## src/rtl/mem_port_arbiter.sv

```systemverilog
// Shared memory command port arbiter: fetch vs load/store,
// fixed-latency read tagging and start-up memory clear.
module mem_port_arbiter #(
  parameter int N           = 8,
  parameter int M           = 32,
  parameter int LAT         = 5,
  parameter int MAXWAIT     = 3,
  parameter int INIT_CYCLES = 2
) (
  input  logic         clk,
  input  logic         clr,
  input  logic         if_req,
  input  logic [N-1:0] if_addr,
  output logic         if_gnt,
  output logic         if_rvalid,
  output logic [M-1:0] if_rdata,
  input  logic         d_req,
  input  logic         d_rw,
  input  logic [N-1:0] d_addr,
  input  logic [M-1:0] d_wdata,
  output logic         d_gnt,
  output logic         d_rvalid,
  output logic [M-1:0] d_rdata,
  output logic [N-1:0] mem_mar,
  output logic [M-1:0] mem_data,
  output logic         mem_ce,
  output logic         mem_rw,
  output logic         mem_clr,
  input  logic [M-1:0] mem_rdata
);

  localparam int WW = (MAXWAIT < 1) ? 1 : $clog2(MAXWAIT + 1);
  localparam int IW = (INIT_CYCLES < 2) ? 1 : $clog2(INIT_CYCLES + 1);

  typedef enum logic {
    S_INIT,
    S_RUN
  } state_t;

  state_t state_q, state_d;
  logic [IW-1:0] init_cnt_q, init_cnt_d;
  logic [WW-1:0] wait_cnt_q, wait_cnt_d;

  logic         run;
  logic         fetch_win;

  logic [N-1:0] mar_q, mar_d;
  logic [M-1:0] data_q, data_d;
  logic         ce_q, ce_d;
  logic         rw_q, rw_d;
  logic         own_q, own_d;
  logic         mclr_q, mclr_d;

  logic [LAT-1:0] tag_v_q, tag_v_d;
  logic [LAT-1:0] tag_o_q, tag_o_d;

  // state register and start-up clear counter
  always_ff @(posedge clk) begin
    if (clr) begin
      state_q    <= S_INIT;
      init_cnt_q <= '0;
    end else begin
      state_q    <= state_d;
      init_cnt_q <= init_cnt_d;
    end
  end

  // next state: hold INIT for INIT_CYCLES cycles, then RUN forever
  always_comb begin
    state_d    = state_q;
    init_cnt_d = init_cnt_q;
    unique case (state_q)
      S_INIT: begin
        if (init_cnt_q == IW'(INIT_CYCLES - 1))
          state_d = S_RUN;
        else
          init_cnt_d = init_cnt_q + 1'b1;
      end
      S_RUN: begin
        state_d = S_RUN;
      end
      default: state_d = S_INIT;
    endcase
  end

  // grant outputs: data side wins unless fetch has starved
  always_comb begin
    run       = (state_q == S_RUN) && !clr;
    fetch_win = if_req &&
                (!d_req || (wait_cnt_q == WW'(MAXWAIT)));
    if_gnt    = run && fetch_win;
    d_gnt     = run && d_req && !fetch_win;
  end

  // starvation counter: consecutive denied fetch cycles, saturating
  always_comb begin
    wait_cnt_d = '0;
    if (run && if_req && !if_gnt) begin
      if (wait_cnt_q == WW'(MAXWAIT))
        wait_cnt_d = wait_cnt_q;
      else
        wait_cnt_d = wait_cnt_q + 1'b1;
    end
  end

  // command register contents from the winner; hold when idle
  always_comb begin
    mar_d  = mar_q;
    data_d = data_q;
    rw_d   = rw_q;
    own_d  = own_q;
    ce_d   = 1'b0;
    mclr_d = (state_d == S_INIT);
    if (if_gnt) begin
      mar_d  = if_addr;
      data_d = '0;
      rw_d   = 1'b0;
      own_d  = 1'b0;
      ce_d   = 1'b1;
    end else if (d_gnt) begin
      mar_d  = d_addr;
      data_d = d_wdata;
      rw_d   = d_rw;
      own_d  = 1'b1;
      ce_d   = 1'b1;
    end
  end

  // tag pipe fed by the issued command, one stage per latency cycle
  always_comb begin
    tag_v_d    = '0;
    tag_o_d    = '0;
    tag_v_d[0] = ce_q && !rw_q;
    tag_o_d[0] = own_q;
    for (int i = 1; i < LAT; i++) begin
      tag_v_d[i] = tag_v_q[i-1];
      tag_o_d[i] = tag_o_q[i-1];
    end
  end

  // command and tag registers
  always_ff @(posedge clk) begin
    if (clr) begin
      mar_q   <= '0;
      data_q  <= '0;
      ce_q    <= 1'b0;
      rw_q    <= 1'b0;
      own_q   <= 1'b0;
      mclr_q  <= 1'b1;
      tag_v_q <= '0;
      tag_o_q <= '0;
      wait_cnt_q <= '0;
    end else begin
      mar_q   <= mar_d;
      data_q  <= data_d;
      ce_q    <= ce_d;
      rw_q    <= rw_d;
      own_q   <= own_d;
      mclr_q  <= mclr_d;
      tag_v_q <= tag_v_d;
      tag_o_q <= tag_o_d;
      wait_cnt_q <= wait_cnt_d;
    end
  end

  // read return routing by the emerging tag
  always_comb begin
    if_rvalid = tag_v_q[LAT-1] && !tag_o_q[LAT-1] && !clr;
    d_rvalid  = tag_v_q[LAT-1] && tag_o_q[LAT-1] && !clr;
    if_rdata  = mem_rdata;
    d_rdata   = mem_rdata;
  end

  assign mem_mar  = mar_q;
  assign mem_data = data_q;
  assign mem_ce   = ce_q;
  assign mem_rw   = rw_q;
  assign mem_clr  = mclr_q;

endmodule

```

## config.mk

```make
export PLATFORM = sky130hd
export DESIGN_NAME = mem_port_arbiter
export DESIGN_NICKNAME = d
export VERILOG_FILES = /design/src/rtl/mem_port_arbiter.sv
export SDC_FILE = /design/constraint.sdc
export NUM_CORES = 1
export LEC_CHECK = 0
export ABC_AREA = 1
export BUFFER_PORTS_ARGS = -buffer_cell sky130_fd_sc_hd__buf_2
export CORE_UTILIZATION = 37
export CTS_BUF_LIST = sky130_fd_sc_hd__clkbuf_2
export CTS_CLUSTER_DIAMETER = 120
export DETAILED_ROUTE_END_ITERATION = 10
export PLACE_DENSITY = 0.78
export SLEW_MARGIN = 20
export SYNTH_ARGS = -nofsm -noshare
export SYNTH_HDL_FRONTEND = slang
export SYNTH_SLANG_ARGS = --single-unit
export TNS_END_PERCENT = 30
```

## constraint.sdc

```tcl
create_clock -name clk -period 1.2 [get_ports clk]
set_input_delay 0.12 -clock clk [delete_from_list [all_inputs] [get_ports clk]]
set_output_delay 0.12 -clock clk [all_outputs]
set_load 0.02 [all_outputs]
```

# After elaboration in Yosys (flattened, before gate mapping)
# Cells that the tools add are included.
# W data, S select, Z words.
# word_totals
register_bits	59
inputBits	85
out_inout_bits	111
# classes
addsub	2
eq_ne	2
mux	6
n_bitwise	4
n_reduce_logical	23
# ops
op	n
$mux W8	2
$logic_and A1 B1 Y1	12
$logic_not A1 Y1	6
$add A2 B1 Y2 const B	2
$not A1 Y1	4
$reduce_or A2 Y1	2
$mux W1	3
$eq A2 B1 Y1 const B	1
$eq A2 B2 Y1 const B	1
$pmux W1 S2	1
$reduce_and A2 Y1	1
$reduce_bool A2 Y1	1
$logic_or A1 B1 Y1	1

# Depth between registers and ports, before layout
# logic_depth
word_depth	8
ltp_mapped	8

# Least setup slack after synthesis
# No wires, ideal clock.
# synth_timing
path_kind	reg-to-reg
startpoint	register wait_cnt_q[0]
endpoint	register data_q[10] (netlist: mem_data[10])
arrival_time_ns	1.175
required_ns	1.080
setup_slack_ns	-0.095
stages_incl_launch_ff	8
path_buffers	1
synth_period_minus_slack_ns	1.295
cell_sequence	dfxtp_1 > ha_1 > inv_1 > nand2_1 > nand2_1 > nand2_2 > buf_2 > a21oi_1
# synth_via
elab_chain_len	5
# synth_rtl
item	line_no	text
start, declared	42	logic [WW-1:0] wait_cnt_q, wait_cnt_d;
start signal, assigned	162	wait_cnt_q <= wait_cnt_d;
$eq A2 B2 Y1 *	90	(!d_req || (wait_cnt_q == WW'(MAXWAIT)));
$logic_or A1 B1 Y1 *	90	
$logic_and A1 B1 Y1 *	89	fetch_win = if_req &&
$logic_and A1 B1 Y1 / $logic_not A1 Y1 (equally long branches)	91, 92	
$reduce_or A2 Y1 (no source line) / $logic_and A1 B1 Y1 (equally long branches)	-	
end signal, assigned	155	data_q <= data_d;
end, declared	48	logic [M-1:0] data_q, data_d;
# Every way passes the cells marked *; elsewhere a longest branch is shown, timed or not.
# A chain may end at the register's enable or synchronous reset.

# Worst setup path after layout
# layout_timing
startpoint	register wait_cnt_q[1]
endpoint	output port d_gnt
# layout_via
elab_chain_len	5
# layout_rtl
item	line_no	text
$eq A2 B2 Y1	90	
$logic_or A1 B1 Y1	90	
$logic_and A1 B1 Y1	89	
$logic_not A1 Y1	92	d_gnt = run && d_req && !fetch_win;
$logic_and A1 B1 Y1	92	
end, declared	21	output logic d_gnt,
# No other way between the ends.

==> results.md <==
- The run finished, with violations left.
- The final reports fail on negative setup slack.
- The number of placement rows is 30.
- After detailed routing, the average wire length per cell comes to 12.9 um.
- The floorplan die area is 7440 um^2.
- The detailed placement HPWL is 3940 um.
- The net total in the final layout is 536.
- The total CTS buffers is 9.
- The area growth from synthesis to layout is 37.1%.
- The worst hold path belongs to the class in -> reg.
- The buffers plus inverters on the worst setup path is 3.
- The top-level port count is 196.
- The final critical path takes up 136% of the cycle.
- The count of maximum capacitance violations is 0.
- The count of cells in the finished layout, fillers not included, comes to 549.
- The synthesized netlist net count is 427.
- The horizontal die dimension is 86.3 um.
- Between clock sinks in the finished design, the worst skew comes to 31.3 ps.
- The H-tree depth reported by CTS is 3.
- Global routing consumed, over all layers together, 19.9% of the routing resources.
- Summed over all layers, the global routing overflow is 0.
- The DRC marker count from the first detailed-route iteration is 96.
- Synthesis handed over a netlist of 340 instances.
- The number of clock sinks is 59.
- In the post-route analysis, the smallest setup slack over all paths is -437 ps.
- The number of buffers on the longest clock path is 2.
- Yosys printed 0 warnings.
- The first global-routing pass estimated 11300 um of wire.
- The signal arrival time at the worst endpoint is 1520 ps.
- The synthesized cell area is 2630 um^2.
- Power spread over the standard cell area amounts to 1200 nW/um^2.
- The largest stage delay on the critical path is 370 ps.
- The number of distinct library cells after synthesis is 18.
- The largest voltage drop on the vdd net is 592 uV.
- The count of input and output buffers is 99.
- The via count of the first global-routing pass is 2530.
- The minimum clock period is 1640 ps.
- The clock latency at the later pin of the worst-skew pair is 460 ps.
- The critical path is of the reg -> out type.
- The total wire length after detailed routing is 7070 um.
- Timing would allow up to 611 MHz.
- Using the TritonRoute via totals, the vias-per-cell ratio works out to 4.58.
- Measured against its own limit, the worst slew margin works out to 76.7%.
- The synthesized design devotes to its leading area cell type 45.0% of total area.
- Summed over all instances, the cell type with the most area after synthesis is sky130_fd_sc_hd__dfxtp_1.
- The final weighted congestion of routability-driven global placement is 0.807.
- The number of placed cells counting well taps is 474.
- The count of final setup violators is 44.
- The total number of cells along the worst setup path is 7.
- The first-pass iteration count of the detailed router is 4.
- The cell leakage power is 1.69 nW.
- The number of antenna violations at the first check in global routing came to 0.
- The post-route netlist has 38.0% of its cells at a drive strength greater than 1.
- The worst setup path is captured at a primary output.
- The final number of hold-violating endpoints came to 0.
- The slowest stage cell on the critical path is sky130_fd_sc_hd__dfxtp_2.
- Entering global routing, the biggest net connects 19 pins.
- Counting instances, the worst hold path has a depth of 5.
- Traced cell by cell, the critical path runs through ha_4, nand2_2, nand2_2, nor2_4, buf_12, buf_6, buf_6.
- The kind of cell with the highest combined delay on the critical path is flip-flops.
- TritonCTS built the clock tree.
- The number of inserted diodes is 0.
- Along the worst path, the maximum fanout reaches 2.
- After synthesis, flip-flops and latches occupy 45.0% of the total area.
- The count of nets left with antenna violations once routing finished came out at 0.
- The number of storage elements in the synthesis netlist is 59.
- The vertical extent of the die is 86.3 um.
- Setup repair after global routing could not meet its margin everywhere.
- STA puts the critical path data required time at 1080 ps.
- The region available for standard cell placement spans 6830 um^2.
- The worst-case reg-to-reg path depth is 9.
- The kind of start point of the critical path is a flop.
- The worst hold margin is 77.0 ps.
- The completed layout was analyzed and its total power is 4.32 mW.
- The final count of pins violating max slew is 0.
- After synthesis, the cell types taking the most area are sky130_fd_sc_hd__dfxtp_1 45%, sky130_fd_sc_hd__buf_4 20%, sky130_fd_sc_hd__nand2_1 16%.
- The tree is rooted in a sky130_fd_sc_hd__clkbuf_2.
- The total via count after detailed routing is 2512.
- Once the floorplan was initialized, standard cells occupied 38.4% of the core.
- Clock-pin slew was measured on the worst setup and hold paths at 170 ps.
- After detailed routing, the number of remaining DRC violations is 0.
- The transition time at the pin with the least slew margin is 349 ps.
- The synthesized area divided by synthesized cell count is 7.72 um^2.
[report_power, final]
part	leakage [nW]	internal, mW	switching [mW]
Sequential	0.489	2.15	0.0932
Clock	0.0590	0.263	0.679
Combinational	1.14	0.511	0.626
Total	1.69	2.93	1.40
[placed cells by master (no fill, tap or decap)]
cell type                       instances
sky130_fd_sc_hd__a21oi_1               34
sky130_fd_sc_hd__a21oi_2                1
sky130_fd_sc_hd__buf_12                 3
sky130_fd_sc_hd__buf_2                 91
sky130_fd_sc_hd__buf_4                 24
sky130_fd_sc_hd__buf_6                  4
sky130_fd_sc_hd__clkbuf_2              11
sky130_fd_sc_hd__clkinv_1               1
sky130_fd_sc_hd__clkinv_2               3
sky130_fd_sc_hd__dfxtp_1               37
sky130_fd_sc_hd__dfxtp_2               22
sky130_fd_sc_hd__dlygate4sd3_1         52
sky130_fd_sc_hd__ha_1                   1
sky130_fd_sc_hd__ha_4                   1
sky130_fd_sc_hd__inv_1                 13
sky130_fd_sc_hd__inv_12                 1
sky130_fd_sc_hd__inv_2                  3
sky130_fd_sc_hd__inv_8                  1
sky130_fd_sc_hd__nand2_1              108
sky130_fd_sc_hd__nand2_2                5
sky130_fd_sc_hd__nand3_1                9
sky130_fd_sc_hd__nand3_4                1
sky130_fd_sc_hd__nand4_1                8
sky130_fd_sc_hd__nor2_1                16
sky130_fd_sc_hd__nor2_4                 1
sky130_fd_sc_hd__o21ai_0                1
sky130_fd_sc_hd__o22ai_1                1
[routing by layer]
metal	track usage [%]	share of wire (%)
met1	20.8	38
met2	34.8	52
met3	5.90	6.3
met4	13.0	3.9
met5	0	0
[registers in the layout (all words and copies together) (netlist names)]
register and flops:
tag_o_q 5, init_cnt_q 2, tag_v_q 5, mem_data 32, mem_ce 1, wait_cnt_q 2, mem_rw 1, mem_mar 8
state_q 1, own_q 1, mem_clr 1
[synthesized netlist by cell type]
cell / count
sky130_fd_sc_hd__ha_1: 2
sky130_fd_sc_hd__a21oi_1: 34
sky130_fd_sc_hd__nand2_2: 1
sky130_fd_sc_hd__o21ai_0: 1
sky130_fd_sc_hd__clkbuf_1: 2
sky130_fd_sc_hd__inv_1: 15
sky130_fd_sc_hd__nand4_1: 8
sky130_fd_sc_hd__o22ai_1: 1
sky130_fd_sc_hd__buf_2: 6
sky130_fd_sc_hd__a21oi_2: 1
sky130_fd_sc_hd__nor2_4: 1
sky130_fd_sc_hd__nand2_1: 112
sky130_fd_sc_hd__nand3_4: 1
sky130_fd_sc_hd__nand3_1: 9
sky130_fd_sc_hd__dfxtp_1: 59
sky130_fd_sc_hd__inv_2: 2
sky130_fd_sc_hd__buf_4: 69
sky130_fd_sc_hd__nor2_1: 16
[timing repair]
action | in CTS | in global routing
buffers inserted | 7 | 1
setup endpoints to repair | 46 | 68
hold buffers | 52 | 0
pin swaps | 8 | 3
hold endpoints to repair | 50 | 0
gates resized for setup | 18 | 24
gates cloned | 1 | 0
[metrics by stage]
stage / setup WS, ps / utilization (%) / TNS [ps] / cell area (um^2)
final: -437 / 52.7 / -11090 / 3600
after global routing: -570 / 52.7 / -15980 / 3600
after CTS: -479 / 52.2 / -10520 / 3560
after detailed placement: -222 / 41.9 / -6150 / 2870
after global placement: -160 / 41.9 / -4650 / 2870
after floorplan: 1.46 / - / 0 / 2680
[path summary, 6_finish.rpt]
| check | startpoint | to | slack (ps) |
|---|---|---|---|
| max reg2reg | wait_cnt_q[1]$_SDFFE_PP0N_ | mem_data[20]$_SDFFE_PP0P_ | -430 |
| max | wait_cnt_q[1]$_SDFFE_PP0N_ | d_gnt | -440 |
| min reg2reg | tag_o_q[3]$_SDFF_PP0_ | tag_o_q[4]$_SDFF_PP0_ | 390 |
| min | if_req | mem_mar[3]$_SDFFE_PP0P_ | 80 |
[logic make-up after synthesis]
kind of cell	Yosys count	synth area share, %
buf+inv	94	23.6
compound gates	37	7.24
fa+ha+maj	2	0.953
simple gates	148	23.2
flops	59	45.0
[worst reg2reg max path, delay by kind of cell (launching register included)]
kind	cells	cell delay [ps]
buffers and inverters	3	540
adder cells (fa/ha/maj)	1	160
flip-flops	1	370
AND/OR/NAND/NOR	4	320
AO/OA/AOI/OAI	1	160
[area by class of cell]
cell class / instances / area (um^2)
fillers: 634 / 3230
repair buffers: 174 / 1260
flip-flops and latches: 59 / 1210
multi-input cells: 187 / 848
well taps: 96 / 120
inverters: 17 / 76.3
clock buffers: 11 / 55.1
clock inverters: 4 / 18.8
repair inverters: 1 / 11.3
Note: power is estimated with default switching activity, not from simulation.
